==> config.mk <==
export PLATFORM = sky130hd
export DESIGN_NAME = duck_flight_ctrl_flat
export DESIGN_NICKNAME = d
export VERILOG_FILES = /design/src/rtl/duck_pkg.sv /design/src/rtl/duck_flight_ctrl_if.sv /design/src/rtl/duck_lfsr.sv /design/src/rtl/duck_flight_ctrl.sv /design/src/flat_wrapper.sv
export SDC_FILE = /design/constraint.sdc
export NUM_CORES = 1
export LEC_CHECK = 0
export ABC_AREA = 1
export CORE_ASPECT_RATIO = 1.5
export CORE_UTILIZATION = 44
export CTS_BUF_LIST = sky130_fd_sc_hd__clkbuf_8
export CTS_CLUSTER_DIAMETER = 40
export CTS_CLUSTER_SIZE = 25
export DETAILED_ROUTE_END_ITERATION = 10
export PLACE_DENSITY = 0.73
export SLEW_MARGIN = 30
export SYNTH_ARGS = -nofsm -noshare
export SYNTH_HDL_FRONTEND = slang
export SYNTH_SLANG_ARGS = --single-unit
==> constraint.sdc <==
create_clock -name aclk -period 3.05 [get_ports aclk]
set_input_delay 0.4575 -clock aclk [delete_from_list [all_inputs] [get_ports aclk]]
set_output_delay 0.4575 -clock aclk [all_outputs]
set_load 0.01 [all_outputs]
==> src/rtl/duck_pkg.sv <==
// Shared types and constants for the duck flight controller slice.
package duck_pkg;

   localparam int COORD_W = 11;

   typedef logic [COORD_W-1:0]        coord_t;
   typedef logic signed [COORD_W:0]   scoord_t;

   typedef enum logic [2:0] {
      IDLE,
      FLY,
      SHOT,
      FALL,
      ESCAPE
   } state_t;

   localparam logic [2:0] SPR_FLY_R0 = 3'd0;
   localparam logic [2:0] SPR_FLY_L0 = 3'd3;
   localparam logic [2:0] SPR_SHOT   = 3'd6;
   localparam logic [2:0] SPR_FALL   = 3'd7;

   function automatic logic [2:0] fly_sprite(input logic left, input logic [1:0] frame);
      return left ? SPR_FLY_L0 + {1'b0, frame} : SPR_FLY_R0 + {1'b0, frame};
   endfunction

endpackage

==> src/rtl/duck_flight_ctrl_if.sv <==
// Control/status bundle between the game logic and the duck flight controller.
interface duck_flight_ctrl_if;
   import duck_pkg::*;

   logic       frame_tick;
   logic       start;
   logic       hit;
   coord_t     xpos;
   coord_t     ypos;
   logic [2:0] sprite_id;
   logic       visible;
   logic       busy;
   logic       shot_done;
   logic       escaped;

   modport master (
      output frame_tick, start, hit,
      input  xpos, ypos, sprite_id, visible, busy, shot_done, escaped
   );

   modport slave (
      input  frame_tick, start, hit,
      output xpos, ypos, sprite_id, visible, busy, shot_done, escaped
   );

endinterface

==> src/rtl/duck_lfsr.sv <==
// Free-running 16-bit Fibonacci LFSR (taps 16,14,13,11), seeded 0xACE1 on reset.
module duck_lfsr (
   input  logic        clk,
   input  logic        rst,
   output logic [15:0] value
);

   always_ff @(posedge clk or posedge rst) begin
      if (rst) value <= 16'hACE1;
      else     value <= {value[14:0], value[15] ^ value[13] ^ value[12] ^ value[10]};
   end

endmodule

==> src/rtl/duck_flight_ctrl.sv <==
// Per-round duck sprite sequencer: launch, bouncing flight, shot, fall, escape.
// Optional randomised launch direction/x under macro DUCK_FLIGHT_CTRL_RANDOM_DIR_EN.
module duck_flight_ctrl
   import duck_pkg::*;
#(
   parameter int SCREEN_W    = 800,
   parameter int GROUND_Y    = 450,
   parameter int SPRITE_SIZE = 64,
   parameter int START_X     = 100,
   parameter int START_Y     = 100,
   parameter int SPEED_X     = 2,
   parameter int SPEED_Y     = 2,
   parameter int FALL_SPEED  = 4,
   parameter int ANIM_DIV    = 8,
   parameter int SHOT_FRAMES = 30,
   parameter int FLY_FRAMES  = 600
) (
   input logic               aclk,
   input logic               rst,
   duck_flight_ctrl_if.slave bus
);

   localparam int ANIM_W = (ANIM_DIV > 1) ? $clog2(ANIM_DIV) : 1;
   localparam int FLY_W  = $clog2(FLY_FRAMES + 1);
   localparam int SHOT_W = $clog2(SHOT_FRAMES + 1);

   localparam scoord_t X_LIM = scoord_t'(SCREEN_W - SPRITE_SIZE);
   localparam scoord_t Y_LIM = scoord_t'(GROUND_Y - SPRITE_SIZE);
   localparam scoord_t SX    = scoord_t'(SPEED_X);
   localparam scoord_t SY    = scoord_t'(SPEED_Y);
   localparam scoord_t FS    = scoord_t'(FALL_SPEED);

   state_t              state, state_n;
   coord_t              xpos_q, xpos_n, ypos_q, ypos_n;
   logic [2:0]          spr_q, spr_n;
   logic                vis_q, vis_n, busy_q, busy_n;
   logic                done_q, done_n, esc_q, esc_n;
   logic                dx_neg, dx_n, dy_neg, dy_n;
   logic [ANIM_W-1:0]   anim_cnt, anim_n, anim_adv;
   logic [1:0]          frame, frame_n, frame_adv;
   logic [FLY_W-1:0]    fly_cnt, fly_n;
   logic [SHOT_W-1:0]   shot_cnt, shot_n;
   scoord_t             nx, ny, fy, ey;
   coord_t              launch_x;
   logic                launch_left;

`ifdef DUCK_FLIGHT_CTRL_RANDOM_DIR_EN
   logic [15:0] lfsr;
   scoord_t     launch_sum;

   duck_lfsr u_lfsr (
      .clk   (aclk),
      .rst   (rst),
      .value (lfsr)
   );

   assign launch_left = lfsr[0];
   assign launch_sum  = scoord_t'(START_X) + scoord_t'({4'b0, lfsr[8:1]});
   assign launch_x    = (launch_sum > X_LIM) ? X_LIM[COORD_W-1:0] : launch_sum[COORD_W-1:0];
`else
   assign launch_left = 1'b0;
   assign launch_x    = coord_t'(START_X);
`endif

   always_ff @(posedge aclk or posedge rst) begin
      if (rst) begin
         state    <= IDLE;
         xpos_q   <= coord_t'(START_X);
         ypos_q   <= coord_t'(START_Y);
         spr_q    <= SPR_FLY_R0;
         vis_q    <= 1'b0;
         busy_q   <= 1'b0;
         done_q   <= 1'b0;
         esc_q    <= 1'b0;
         dx_neg   <= 1'b0;
         dy_neg   <= 1'b1;
         anim_cnt <= '0;
         frame    <= '0;
         fly_cnt  <= '0;
         shot_cnt <= '0;
      end else begin
         state    <= state_n;
         xpos_q   <= xpos_n;
         ypos_q   <= ypos_n;
         spr_q    <= spr_n;
         vis_q    <= vis_n;
         busy_q   <= busy_n;
         done_q   <= done_n;
         esc_q    <= esc_n;
         dx_neg   <= dx_n;
         dy_neg   <= dy_n;
         anim_cnt <= anim_n;
         frame    <= frame_n;
         fly_cnt  <= fly_n;
         shot_cnt <= shot_n;
      end
   end

   always_comb begin
      state_n = state;
      xpos_n  = xpos_q;
      ypos_n  = ypos_q;
      spr_n   = spr_q;
      vis_n   = vis_q;
      done_n  = 1'b0;
      esc_n   = 1'b0;
      dx_n    = dx_neg;
      dy_n    = dy_neg;
      anim_n  = anim_cnt;
      frame_n = frame;
      fly_n   = fly_cnt;
      shot_n  = shot_cnt;

      nx = scoord_t'({1'b0, xpos_q}) + (dx_neg ? -SX : SX);
      ny = scoord_t'({1'b0, ypos_q}) + (dy_neg ? -SY : SY);
      fy = scoord_t'({1'b0, ypos_q}) + FS;
      ey = scoord_t'({1'b0, ypos_q}) - SY;

      if (anim_cnt == ANIM_W'(ANIM_DIV - 1)) begin
         anim_adv  = '0;
         frame_adv = (frame == 2'd2) ? 2'd0 : frame + 2'd1;
      end else begin
         anim_adv  = anim_cnt + 1'b1;
         frame_adv = frame;
      end

      case (state)
         IDLE: begin
            xpos_n = coord_t'(START_X);
            ypos_n = coord_t'(START_Y);
            if (bus.start) begin
               state_n = FLY;
               xpos_n  = launch_x;
               vis_n   = 1'b1;
               dx_n    = launch_left;
               dy_n    = 1'b1;
               anim_n  = '0;
               frame_n = '0;
               fly_n   = '0;
               shot_n  = '0;
               spr_n   = fly_sprite(launch_left, 2'd0);
            end
         end
         FLY: begin
            // hit wins over a same-cycle tick, so the duck freezes where it was struck
            if (bus.hit) begin
               state_n = SHOT;
               spr_n   = SPR_SHOT;
               shot_n  = '0;
            end else if (bus.frame_tick) begin
               if (nx >= X_LIM) begin
                  xpos_n = X_LIM[COORD_W-1:0];
                  dx_n   = ~dx_neg;
               end else if (nx <= 0) begin
                  xpos_n = '0;
                  dx_n   = ~dx_neg;
               end else begin
                  xpos_n = nx[COORD_W-1:0];
               end
               if (ny >= Y_LIM) begin
                  ypos_n = Y_LIM[COORD_W-1:0];
                  dy_n   = ~dy_neg;
               end else if (ny <= 0) begin
                  ypos_n = '0;
                  dy_n   = ~dy_neg;
               end else begin
                  ypos_n = ny[COORD_W-1:0];
               end
               anim_n  = anim_adv;
               frame_n = frame_adv;
               spr_n   = fly_sprite(dx_n, frame_adv);
               fly_n   = fly_cnt + 1'b1;
               if (fly_n == FLY_W'(FLY_FRAMES)) state_n = ESCAPE;
            end
         end
         SHOT: begin
            if (bus.frame_tick) begin
               if (shot_cnt == SHOT_W'(SHOT_FRAMES - 1)) begin
                  state_n = FALL;
                  spr_n   = SPR_FALL;
               end else begin
                  shot_n = shot_cnt + 1'b1;
               end
            end
         end
         FALL: begin
            if (bus.frame_tick) begin
               if (fy >= Y_LIM) begin
                  ypos_n  = Y_LIM[COORD_W-1:0];
                  done_n  = 1'b1;
                  vis_n   = 1'b0;
                  state_n = IDLE;
               end else begin
                  ypos_n = fy[COORD_W-1:0];
               end
            end
         end
         ESCAPE: begin
            if (bus.frame_tick) begin
               anim_n  = anim_adv;
               frame_n = frame_adv;
               spr_n   = fly_sprite(dx_neg, frame_adv);
               if (ey < 0) begin
                  ypos_n  = '0;
                  esc_n   = 1'b1;
                  vis_n   = 1'b0;
                  state_n = IDLE;
               end else begin
                  ypos_n = ey[COORD_W-1:0];
               end
            end
         end
         default: state_n = IDLE;
      endcase

      busy_n = (state_n != IDLE);
   end

   assign bus.xpos      = xpos_q;
   assign bus.ypos      = ypos_q;
   assign bus.sprite_id = spr_q;
   assign bus.visible   = vis_q;
   assign bus.busy      = busy_q;
   assign bus.shot_done = done_q;
   assign bus.escaped   = esc_q;

endmodule

==> src/flat_wrapper.sv <==
// flat-port wrapper written by rule: the top's interface ports become plain ports
module duck_flight_ctrl_flat import duck_pkg::*;
#(
   parameter int SCREEN_W    = 800,
   parameter int GROUND_Y    = 450,
   parameter int SPRITE_SIZE = 64,
   parameter int START_X     = 100,
   parameter int START_Y     = 100,
   parameter int SPEED_X     = 2,
   parameter int SPEED_Y     = 2,
   parameter int FALL_SPEED  = 4,
   parameter int ANIM_DIV    = 8,
   parameter int SHOT_FRAMES = 30,
   parameter int FLY_FRAMES  = 600
)
  (aclk, rst, bus_frame_tick, bus_start, bus_hit, bus_xpos, bus_ypos, bus_sprite_id, bus_visible, bus_busy, bus_shot_done, bus_escaped);
  duck_flight_ctrl_if bus_i ();
  input logic aclk;
  input logic rst;
  input wire logic [$bits(bus_i.frame_tick)-1:0] bus_frame_tick;
  input wire logic [$bits(bus_i.start)-1:0] bus_start;
  input wire logic [$bits(bus_i.hit)-1:0] bus_hit;
  output wire logic [$bits(bus_i.xpos)-1:0] bus_xpos;
  output wire logic [$bits(bus_i.ypos)-1:0] bus_ypos;
  output wire logic [$bits(bus_i.sprite_id)-1:0] bus_sprite_id;
  output wire logic [$bits(bus_i.visible)-1:0] bus_visible;
  output wire logic [$bits(bus_i.busy)-1:0] bus_busy;
  output wire logic [$bits(bus_i.shot_done)-1:0] bus_shot_done;
  output wire logic [$bits(bus_i.escaped)-1:0] bus_escaped;
  assign bus_i.frame_tick = bus_frame_tick;
  assign bus_i.start = bus_start;
  assign bus_i.hit = bus_hit;
  assign bus_xpos = bus_i.xpos;
  assign bus_ypos = bus_i.ypos;
  assign bus_sprite_id = bus_i.sprite_id;
  assign bus_visible = bus_i.visible;
  assign bus_busy = bus_i.busy;
  assign bus_shot_done = bus_i.shot_done;
  assign bus_escaped = bus_i.escaped;
  duck_flight_ctrl #(.SCREEN_W(SCREEN_W), .GROUND_Y(GROUND_Y), .SPRITE_SIZE(SPRITE_SIZE), .START_X(START_X), .START_Y(START_Y), .SPEED_X(SPEED_X), .SPEED_Y(SPEED_Y), .FALL_SPEED(FALL_SPEED), .ANIM_DIV(ANIM_DIV), .SHOT_FRAMES(SHOT_FRAMES), .FLY_FRAMES(FLY_FRAMES)) u_core (.aclk(aclk), .rst(rst), .bus(bus_i));
endmodule
==> results.txt <==
CTS tree -> built
Worst R2R End -> u_core.bus.ypos[7]
Inserted Diodes -> 0
Initial antenna violation count -> 0
Crit path DAT -> 2.92 ns
Area of the core -> 9800 um^2
R2R depth -> 11
Final GP Congestion -> 0.961
Worst slew pin tran -> 0.663 ns
Commonest non-fill, non-tap cells in the layout -> 155 x nand2_1, 95 x inv_1, 52 x nand3_1
End of the critical path -> u_core.bus.ypos[7]
DRT Pass-1 Iters -> 8
Crit-path max FO -> 9
DP Wirelength -> 9.12 mm
Mapped Area -> 4480 um^2
Layout Utilization -> 51.5%
Setup TNS -> 0 ns
DR DRC count -> 2
Max clock buf depth -> 2
Fin. Hold Viols -> 0
MaxCap Viol Count -> 0
VDD IR max -> 0.000655 V
Post-Synth Adder-Cell Area -> 9.26%
Starting Density -> 45.8%
Max Clk Rate -> 370 MHz
Vias post-DR -> 4289
Critical path class -> register to register
Post-synthesis cell type count -> 44
Grt total ovfl -> 0
First-pass GRT wire length -> 19.3 mm
Number of global-route vias before repair -> 4392
Syn Inst Count -> 637
DP Area -> 4950 um^2
Type of the worst min-delay path -> register to register
Sink Count -> 52
# IOs -> 34
Synth Register Bits -> 52
Antenna-violating nets left -> 0
Largest net degree at the start of global routing -> 53
Layout cell share with drive strength beyond 1 -> 10.6%
R2R setup slack -> 0.35 ns
Syn avg cell area -> 7.04 um^2
Nets -> 713
PwrDens -> 964 nW/um^2
Relative slew slack -> 55.8%
Data required, critical path -> 3.27 ns
Min Tclk post-route -> 2.70 ns
Mux contribution to synthesized area -> 0.223%
Worst-skew pair later-pin latency -> 0.32 ns
Final Instance Area -> 5040 um^2
Most common cell after layout, fill and taps aside -> nand2_1
Hold Startpoint -> u_core.bus.visible
Worst-path clk slew -> 0.10 ns
Number of port buffers -> 31
Tcrit/Tclk final -> 88.6%
Largest family of logic cells by synthesized area -> simple AND/OR/NAND/NOR gates
# setup viols final -> 0
Cell Chain, Critical Path -> inv_1 > ha_1 > o21ai_0 > nor4_1 > o21ai_1 > o21ai_2 > nand2_1 > a21oi_1 > nand3_1 > nand2_1 > nand2_1
Compound-Gate Fraction of Synth Area -> 12.4%
WL final -> 11.4 mm
# rows -> 44
Simple-gate share of the synthesized area -> 33.2%
Static Leak -> 0.00259 uW
Vias per cell -> 5.42
Chip Width -> 84.4 um
Cts hold-fix bufs -> 0
Num CTS Buffers -> 5
Final setup skew -> 0.00782 ns
CP Launch Point -> u_core.bus.ypos[2]
Layout area overhead -> 12.5%
Crit path launch type -> register
Register area share after synthesis -> 29.2%
Wire per inst -> 14.4 um
Pins Over Slew Limit -> 0
Die H -> 126 um
CP max stage delay -> 0.65 ns
RSZ-0062 raised after global routing -> false
H-tree depth -> 2
Die Area -> 10600 um^2
Violated checks -> design-rule violations
Startpoint of the worst register-to-register path -> u_core.bus.ypos[2]
XOR/XNOR share of the synthesized area -> 6.03%
Top cell by count, worst path -> nand2_1
DRT iter0 DRCs -> 186
PnR Total Power -> 4860 uW
Syn. warnings -> 0
Hold_ws -> 0.478 ns
Critical Path Sink Type -> register
Slowest CP cell -> dfstp_2
Gr usage total -> 22.6%
Clock Tree Root -> clkbuf_8
Status -> finished with violations
-- critical path, delay by kind of cell, from the launching register on --
family,cells,cell delay [ns]
AOI/OAI and AO/OA,4,0.59
adders and majority gates,1,0.33
DFF,1,0.65
buffers and inverters,1,0.14
and+or+nand+nor,5,0.88
-- flip-flops by register name, indices dropped and copies added (netlist names), 2 cells and up --
signal and cells:
u_core.bus.sprite_id 3, u_core.state 3, u_core.fly_cnt 10, u_core.frame 2
u_core.bus.xpos 10, u_core.shot_cnt 5, u_core.bus.ypos 10, u_core.anim_cnt 3
-- Yosys cell counts (all sizes together) --
| cell type | n | area [um^2] |
|---|---|---|
| a21boi | 5 | 45.0 |
| a21oi | 30 | 161 |
| a22o | 3 | 26.3 |
| a31oi | 1 | 6.26 |
| buf | 7 | 42.5 |
| conb | 1 | 3.75 |
| dfrtp | 45 | 1130 |
| dfstp | 7 | 184 |
| fa | 2 | 40.0 |
| ha | 30 | 375 |
| inv | 103 | 387 |
| mux2i | 1 | 10.0 |
| nand2 | 168 | 688 |
| nand3 | 58 | 328 |
| nand3b | 6 | 45.0 |
| nand4 | 13 | 81.3 |
| nor2 | 59 | 257 |
| nor3 | 10 | 70.1 |
| nor4 | 2 | 12.5 |
| o211a | 1 | 10.0 |
| o211ai | 2 | 15.0 |
| o21a | 1 | 7.51 |
| o21ai | 37 | 193 |
| o21bai | 1 | 7.51 |
| o22ai | 10 | 62.6 |
| o31ai | 2 | 15.0 |
| o41ai | 1 | 8.76 |
| or2 | 1 | 6.26 |
| xnor2 | 5 | 43.8 |
| xor2 | 25 | 226 |
-- power breakdown --
part	switching, uW	leakage [uW]	total [uW]	internal, uW
logic	2060	0.00186	3290	1230
registers	258	0.000681	1150	894
clock network	238	0.0000538	417	179
-- metal layers --
layer,global-route usage [%],wire [um],vias to the layer above
li1,-,-,2147
met1,23.3,4390,1997
met2,43.7,6120,104
met3,2.56,333,41
met4,12.6,565,0
met5,0,0,-
-- timing repair --
item | CTS | global route
buffers inserted | 0 | 0
resized for setup | 0 | 1
endpoints found under the setup margin | 0 | 2
-- cells by family (layout without fill, tap and decap cells) --
group	Yosys count	in the layout
simple gates	317	317
buf+inv	110	149
compound gates	94	94
flops	52	52
fa+ha+maj	32	32
xor+xnor	30	30
other cells	1	2
mux	1	1
-- stage by stage --
step | worst slack [ns] | instances
4_1_cts | 0.295 | 792
3_3_place_gp | 0.281 | 784
2_1_floorplan | 0.540 | 638
3_5_place_dp | 0.279 | 784
5_1_grt | 0.0752 | 792
6_report | 0.348 | 792
-- cell type report --
type | instances | area [um^2]
fillers | 975 | 4760
flip-flops and latches | 52 | 1310
clock buffers | 6 | 82.6
inverters | 103 | 387
multi-input cells | 476 | 2750
well taps | 115 | 144
clock inverters | 2 | 7.51
repair buffers | 38 | 363
-- worst min-delay path by stage --
stage               slack, ns            endpoint  cells after the start
detailed placement       0.47  u_core.bus.visible                      2
global route             0.51  u_core.bus.visible                      2
finish                   0.48  u_core.bus.visible                      2
floorplan                0.47  u_core.shot_cnt[3]                      1
global placement         0.46  u_core.bus.visible                      2
CTS                      0.49  u_core.bus.visible                      2
No activity file was read; power rests on OpenSTA's default activity.
